### src/rtl/pg_alu_ctrl.sv
// Power-gated ALU controller: sequences power/isolation of the ALU domain and
// runs one multi-cycle operation at a time into an always-on retained result.
module pg_alu_ctrl #(
    parameter int WIDTH      = 16,
    parameter int EXEC_CYC   = 2,
    parameter int PWR_UP_CYC = 4,
    parameter int ISO_DLY    = 2
) (
    input  logic             clk,
    input  logic             rst,
    input  logic [WIDTH-1:0] a,
    input  logic [WIDTH-1:0] b,
    input  logic [3:0]       opcode,
    input  logic             start,
    input  logic             sleep_req,
    input  logic             wake_req,
    output logic             alu_pwr_en,
    output logic             iso_en,
    output logic             busy,
    output logic             done,
    output logic             rej,
    output logic             err,
    output logic [2:0]       pwr_state,
    output logic [WIDTH-1:0] result
);

    typedef enum logic [2:0] {
        S_OFF    = 3'd0,
        S_PWR_UP = 3'd1,
        S_IDLE   = 3'd2,
        S_EXEC   = 3'd3,
        S_ISO_ON = 3'd4
    } state_t;

    localparam int SHW     = $clog2(WIDTH);
    localparam int CNT_MAX = (EXEC_CYC > PWR_UP_CYC)
                           ? ((EXEC_CYC > ISO_DLY) ? EXEC_CYC : ISO_DLY)
                           : ((PWR_UP_CYC > ISO_DLY) ? PWR_UP_CYC : ISO_DLY);
    localparam int CW      = $clog2(CNT_MAX + 1);

    state_t           r_state;
    state_t           w_next;
    logic [CW-1:0]    r_cnt;
    logic             r_pend;
    logic [WIDTH-1:0] r_a;
    logic [WIDTH-1:0] r_b;
    logic [3:0]       r_op;
    logic [WIDTH-1:0] w_alu;
    logic             w_bad_op;
    logic             w_exec_fin;

    assign w_exec_fin = (r_state == S_EXEC) && (r_cnt == CW'(EXEC_CYC - 1));
    assign pwr_state  = r_state;

    // NOTE: every variable written here is given a default first so no latch is inferred.
    always_comb begin
        w_next = r_state;
        unique case (r_state)
            S_OFF:    if (wake_req) w_next = S_PWR_UP;
            S_PWR_UP: if (r_cnt == CW'(PWR_UP_CYC - 1)) w_next = S_IDLE;
            S_IDLE: begin
                if (start)          w_next = S_EXEC;
                else if (sleep_req) w_next = S_ISO_ON;
            end
            S_EXEC:   if (w_exec_fin) w_next = (r_pend || sleep_req) ? S_ISO_ON : S_IDLE;
            S_ISO_ON: if (r_cnt == CW'(ISO_DLY - 1)) w_next = S_OFF;
            default:  w_next = S_OFF;
        endcase
    end

    always_comb begin
        w_alu    = '0;
        w_bad_op = 1'b0;
        case (r_op)
            4'd0:    w_alu = r_a + r_b;
            4'd1:    w_alu = r_a - r_b;
            4'd2:    w_alu = r_a & r_b;
            4'd3:    w_alu = r_a | r_b;
            4'd4:    w_alu = r_a ^ r_b;
            4'd5:    w_alu = r_a << r_b[SHW-1:0];
            4'd6:    w_alu = r_a >> r_b[SHW-1:0];
            4'd7:    w_alu = r_a;
            default: w_bad_op = 1'b1;
        endcase
    end

    // NOTE: operand registers carry no reset; they are only read after a start has loaded them.
    always_ff @(posedge clk) begin
        if (r_state == S_IDLE && start) begin
            r_a  <= a;
            r_b  <= b;
            r_op <= opcode;
        end
    end

    // NOTE: sequential state uses non-blocking assignments so all flops update from pre-edge values.
    always_ff @(posedge clk) begin
        if (rst) begin
            r_state    <= S_OFF;
            r_cnt      <= '0;
            r_pend     <= 1'b0;
            result     <= '0;
            alu_pwr_en <= 1'b0;
            iso_en     <= 1'b1;
            busy       <= 1'b0;
            done       <= 1'b0;
            rej        <= 1'b0;
            err        <= 1'b0;
        end else begin
            r_state <= w_next;
            if (w_next != r_state)
                r_cnt <= '0;
            else if (r_state inside {S_PWR_UP, S_EXEC, S_ISO_ON})
                r_cnt <= r_cnt + CW'(1);

            // Entry into ISO_ON consumes the pending sleep, even if one arrives that same cycle.
            if (w_next == S_ISO_ON && r_state != S_ISO_ON)
                r_pend <= 1'b0;
            else if ((r_state == S_IDLE && start && sleep_req) || (r_state == S_EXEC && sleep_req))
                r_pend <= 1'b1;

            if (w_exec_fin)
                result <= w_alu;
            done <= w_exec_fin;
            err  <= w_exec_fin && w_bad_op;
            rej  <= start && (r_state != S_IDLE);

            alu_pwr_en <= (w_next != S_OFF);
            iso_en     <= (w_next inside {S_OFF, S_PWR_UP, S_ISO_ON});
            busy       <= (w_next == S_EXEC);
        end
    end

endmodule

### config.mk
export PLATFORM = sky130hd
export DESIGN_NAME = pg_alu_ctrl
export DESIGN_NICKNAME = d
export VERILOG_FILES = /design/src/rtl/pg_alu_ctrl.sv
export SDC_FILE = /design/constraint.sdc
export NUM_CORES = 1
export LEC_CHECK = 0
export CAP_MARGIN = 20
export CORE_ASPECT_RATIO = 0.8
export CORE_MARGIN = 5
export CORE_UTILIZATION = 35
export CTS_BUF_LIST = sky130_fd_sc_hd__clkbuf_8
export DETAILED_ROUTE_END_ITERATION = 7
export PLACE_DENSITY = 0.55
export REMOVE_ABC_BUFFERS = 1
export SETUP_SLACK_MARGIN = 0.4
export SYNTH_ARGS = -nofsm -noshare
export SYNTH_HDL_FRONTEND = slang
export SYNTH_SLANG_ARGS = --single-unit
### constraint.sdc
create_clock -name clk -period 5.36 [get_ports clk]
set_clock_uncertainty 0.2 [all_clocks]
set_input_delay 1.072 -clock clk [delete_from_list [all_inputs] [get_ports clk]]
set_output_delay 1.072 -clock clk [all_outputs]
set_load 0.03 [all_outputs]
==> summary.md <==
| Metric | Value |
|---|---|
| Status | finished clean |
| Initial antenna violation count | 0 |
| First-pass GRT wire length | a little over 30 mm |
| CTS tree | built |
| Die Area | 19400 um^2 |
| Fmax | roughly 0.26 GHz |
| EDFF count, synth | 36 |
| Grt ovf | 0 |
| Final Setup Violations | 0 |
| CTS-repair resized insts | 0 |
| Fin crit share | 0.724 |
| Final Net Count | 796 |
| RSZ-0062 raised after global routing | no |
| Total CTS buffers | 9 |
| Clk_lat worst skew | approximately 0.37 ns |
| Post-Route WL | 19.8 mm |
| Vias | roughly 5400 |
| Syn avg cell area | between 8 and 9 um^2 |
| # port buffers | between 60 and 70 |
| DRC Markers | 0 |
| Row Count | 42 |
| Worst-path clk slew | approximately 0.080 ns |
| Hold-fix buffer count after cts | 0 |
| Final min period | about 3.9 ns |
| Leakage | between 2 and 3 nW |
| Commonest cells after routing, fill and taps aside | clkdlybuf4s50_1, nor2_1, ha_1, inv_1, nand2_1 |
| Post-Route Setup TNS | 0 ns |
| Synth warn | 0 |
| Post-synth ARST share | 0 |
| Pins over their slew limit | 0 |
| Post-route ant nets | 0 |
| H-tree levels | 3 |
| Gpl congestion | roughly 1 |
| Sequential area share after synthesis | 0.284 |
| Mapped cell area | around 5800 um^2 |
| Commonest non-fill, non-tap cell in the layout | clkdlybuf4s50_1 |
| Setup WS pre-CTS | between 1.5 and 2 ns |
| WP buf/inv | 2 |
| Max Cap Viol | 0 |
| Layout cells sized above 1 | 0.0707 |
| Worst R2R Setup Slack | between 1 and 1.5 ns |
| Final Hold Fails | 0 |
| Hold Crit Endpoint | result[4]$_SDFFE_PP0P_ |
| Data arrival time of the critical path | 3.93 ns |
| Die Wd | between 150 and 200 um |
| Final design utilization | 0.413 |
| Power per cell area | around 140 nW/um^2 |
| Fin cells | between 900 and 1000 |
| Starting Density | 0.355 |
| Vias/cell | slightly below 6 |
| Register-to-Register Path Depth | 13 |
| Clock Sink Count | 65 |
| Vias in the first global route | a little over 5000 |
| CP Capture Type | register |
| Placed instance count | 911 |
| Clock root cell | clkbuf_8 |
| Layout area overhead | 16.4% |
| Number of cells produced by synthesis | about 660 |
| Crit-path max FO | 28 |
| Die H | between 100 and 150 um |
| GRT Overall Usage | 0.202 |
| Antenna diodes | 0 |
| Worst setup path startpoint | r_b[0]$_DFFE_PP_ |
| Worst slew pin tran | 0.886 ns |
| Pwr Total | approximately 960 uW |
| Hold Path Cell Cnt | 2 |
| Worst slew margin | 0.410 |
| Worst r2r dst | result[12]$_SDFFE_PP0P_ |
| Flops & latches, synth | 65 |
| HP Start | result[4]$_SDFFE_PP0P_ |
| Core area | between 15000 and 20000 um^2 |
| DRT Pass-1 Iters | 5 |
| Drt wl/cell | between 20 and 25 um |
| Critical path class | register to register |
| DR iter-0 viols | 461 |
| # Post-CTS Setup Buffers | 0 |
| Slowest stage delay, CP | 0.38 ns |
| Peak supply drop | between 0.1 and 0.15 mV |
| Synth cell types | 77 |
| Clock Path Buffers | 2 |
| I/O pins | 66 |
| Synth Flop Type | edfxtp_1 |
| Min-delay worst type | register to register |
| Half-perimeter wire length after placement | around 15 mm |
| Worst path cell trace | buf_4 > inv_2 > ha_1 > and3_1 > a41oi_1 > xnor2_1 > ha_1 > a21oi_1 > a21boi_1 > a211oi_2 > o21ai_0 > a2bb2oi_1 > o41ai_1 |
| Worst endpoint required time | 5.41 ns |
| Pin count of the biggest net entering global routing | between 40 and 50 |
| CP max-delay cell | buf_4 |
| FF-to-FF Start | r_b[0]$_DFFE_PP_ |
| Setup WS post-layout | 1.48 ns |
| Crit path launch type | register |
| Most used cell, CP | ha_1 |
| CP delay by family, top | compound AO/OA/AOI/OAI gates |
[final cells by class]
type | count | area, um^2
clock buffer | 9 | 124
multi-input combinational | 505 | 3810
clock inverter | 7 | 38.8
tap | 220 | 275
sequential | 65 | 1660
timing repair buffer | 72 | 703
inverter | 49 | 184
fill | 1663 | 9650
[worst max path at each step]
stage | endpoint | slack, ns | depth (start not counted)
6_report | result[12]$_SDFFE_PP0P_ | 1.48 | 13
5_1_grt | result[12]$_SDFFE_PP0P_ | 1.15 | 12
3_3_place_gp | result[12]$_SDFFE_PP0P_ | 1.61 | 13
2_1_floorplan | result[12]$_SDFFE_PP0P_ | 1.43 | 12
3_5_place_dp | result[12]$_SDFFE_PP0P_ | 1.53 | 13
4_1_cts | result[12]$_SDFFE_PP0P_ | 1.51 | 13
[cell usage after synthesis (12+ instances only)]
cell       n  share of area
edfxtp_1  36           0.19
a21oi_1   34          0.029
o21ai_0   31          0.027
xnor2_1   23          0.034
nor2_1    52          0.033
o21ai_1   13          0.011
buf_2     14          0.012
clkbuf_1  16          0.010
o211ai_1  12          0.015
dfxtp_1   29          0.099
mux4_2    15          0.058
mux2i_1   38          0.065
nand2_1   47          0.030
nand3_1   12          0.010
ha_1      52           0.11
inv_1     46          0.030
nor3_1    18          0.015
[cells by family after synthesis]
kind of cell / after synthesis / synth area share
AND/OR/NAND/NOR: 188 / 0.159
AO/OA/AOI/OAI: 178 / 0.204
buffers and inverters: 87 / 0.0634
flip-flops: 65 / 0.284
multiplexers: 59 / 0.135
adder cells (fa/ha/maj): 53 / 0.115
XOR/XNOR: 27 / 0.0405
[metrics by stage]
| step | cell area [um^2] | hold WS (ns) |
|---|---|---|
| after floorplan | 5650 | 0.281 |
| after global placement | 6630 | 0.235 |
| after detailed placement | 6630 | 0.242 |
| after CTS | 6800 | 0.254 |
| after global routing | 6800 | 0.280 |
| final | 6800 | 0.249 |
[tightest hold or removal path, delay by kind of cell, from the launching register on]
kind             cells  cell delay (ns)
flip-flops           1             0.31
AND/OR/NAND/NOR      1             0.05
AO/OA/AOI/OAI        1             0.05
[registers in the layout, indices dropped and copies added, names as in the netlist, 3 cells and up]
name,flops
r_cnt,3
pwr_state,3
r_a,16
r_b,16
result,16
r_op,4
[where the power goes]
part	switching (mW)	internal, mW	total, mW
clock network	0.207	0.164	0.371
registers	0.00396	0.527	0.531
logic	0.0210	0.0348	0.0558
total	0.232	0.726	0.959
[routing by layer]
metal,global-route usage,share of wire,vias up
li1,-,-,2526
met1,0.293,0.46,2573
met2,0.285,0.41,301
met3,0.0577,0.095,44
met4,0.0727,0.030,0
met5,0,0,-
(Power assumes the default switching activity.)
==> RTL edit (same settings) <==
Add an input register stage for `b`, cleared by the reset; this delays it by one clock. The other inputs are not delayed to match.
--- a/src/rtl/pg_alu_ctrl.sv
+++ b/src/rtl/pg_alu_ctrl.sv
@@ -39,2 +39,12 @@
     localparam int CW      = $clog2(CNT_MAX + 1);
+
+    logic [WIDTH-1:0] b_q;
+
+    always_ff @(posedge clk) begin
+        if (rst) begin
+            b_q <= '0;
+        end else begin
+            b_q <= b;
+        end
+    end
 
@@ -90,3 +100,3 @@
             r_a  <= a;
-            r_b  <= b;
+            r_b  <= b_q;
             r_op <= opcode;
Function: changed (Yosys sat finds a counterexample within 10 cycles, from zero or initial values and one cycle with rst high).
==> RTL edit against the unedited design <==
  * Sequential cell count grew 16
  * Synthesized area grew 6.0%
  * Worst hold slack lost 0.038 ns
  * Fmax grew 1.3%
  * Power grew 27%
  * Global-route usage grew 0.35 points
  * Setup slack gained 0.051 ns
  * Routed wire length grew 8.5%
  * Design area grew 6.0%
  * First-iteration DRC count grew 37%
  * Cell count grew 1.9%
  * Largest power group unchanged
==> RTL edit: results (changes against the unedited design) <==
Run status
  • Outcome: finished, final reports clean (unchanged)

Pwr
  • Net Switching: 299 µW (was 232 µW)
  • P_leak: 2.72 nW (was 2.59 nW)
  • Sequential share of power: 0.539 (was 0.554)
  • Sequential-cell power consumption: 657 µW (was 531 µW)
  • Worst VDD drop: 0.000120 V (was 0.000111 V)
  • Pwr Density: 169 nW/µm² (was 141 nW/µm²)
  • Comb. pwr: 60.8 µW (was 55.8 µW)

Detailed routing
  • Total number of vias: 5,583 (was 5,444)
  • Initial DRT Pass Iterations: 7 (was 5)
  • Met2 Routed Length: 9150 µm (was 8110 µm)
  • 1st-iter DRT viols: 632 (was 461)
  • Routed WL: 21,400 µm (was 19,800 µm)

GRT
  • Met3 GRT Util: 0.0442 (was 0.0577)
  • Total GRT Usage: 0.206 (was 0.202)
  • First-pass GRT wire length: 32,300 µm (was 30,200 µm)
  • Largest net degree at the start of global routing: 44 (was 43)
  • Met1 usage: 0.302 (was 0.293)
  • Grt met2 use: 0.305 (was 0.285)

Place
  • Placed Area: 6990 µm² (was 6630 µm²)
  • Dpl ws: 1.60 ns (was 1.53 ns)
  • Dpl hpwl: 16,300 µm (was 15,000 µm)

STA
  • PnR worst setup slack: 1.53 ns (was 1.48 ns)
  • Hold_ws: 0.211 ns (was 0.249 ns)

Critical path
  • FF-to-FF End: result[14]$_SDFFE_PP0P_ (was result[12]$_SDFFE_PP0P_)
  • R2R setup slack: 1.53 ns (was 1.48 ns)
  • Depth of the most critical reg-to-reg path: 9 (was 13)
  • R2r startpoint: r_op[0]$_DFFE_PP_ (was r_b[0]$_DFFE_PP_)
  • Critical Path Max Stage Delay: 0.84 ns (was 0.38 ns)
  • Crit path DAT: 3.90 ns (was 3.93 ns)

Synthesis
  • Synth cell types: 75 (was 77)
  • Synth area leaders: edfxtp_1 (17%), dfxtp_1 (15%), ha_1 (11%) (was edfxtp_1 (19%), ha_1 (11%), dfxtp_1 (9.9%))
  • Syn Inst Count: 665 (was 657)
  • Seq/Total Area, Yosys: 0.320 (was 0.284)
  • Synth cell count leaders: nor2_1 (64), nand2_1 (53), ha_1 (52), dfxtp_1 (45), o21ai_0 (41) (was ha_1 (52), nor2_1 (52), nand2_1 (47), inv_1 (46), mux2i_1 (38))

Hold path
  • Worst Hold Endpoint: r_b[8]$_DFFE_PP_ (was result[4]$_SDFFE_PP0P_)
  • Hold Path Depth: 0 (was 2)
  • Hold_sp: b_q[8]$_SDFF_PP0_ (was result[4]$_SDFFE_PP0P_)

Layout
  • Fraction of layout cells with a size suffix above 1: 0.0806 (was 0.0707)
  • Fillers: 1,707 (was 1,663)

Clocking
  • Clk slew on worst S/H paths: 0.11 ns (was 0.08 ns)
-- RTL edit: changes by cell type in the layout (fill, tap and decap cells not counted), sizes merged, moves of 9 or more --
cell,change
nor2b,+17
nor2,+12
mux4,+9
mux2i,-24
dfxtp,+16
-- RTL edit: logic make-up (layout without fill, tap and decap cells) --
kind of cell | after synthesis | count (layout) | synth area share
and+or+nand+nor | 206 | 206 | 0.161
AOI/OAI and AO/OA | 181 | 181 | 0.197
DFF | 81 | 81 | 0.320
buffers and inverters | 77 | 132 | 0.0592
adders and majority gates | 53 | 53 | 0.108
muxes | 39 | 39 | 0.114
xor gates and xnor gates | 28 | 28 | 0.0396
-- RTL edit: final cells by class --
cell class              instances  share of cell area
clock buffers                   9              0.0172
clock inverters                 7              0.0132
inverters                      41              0.0214
multi-input cells             507               0.534
flip-flops and latches         81               0.275
well taps                     225              0.0391
repair buffers                 75               0.101
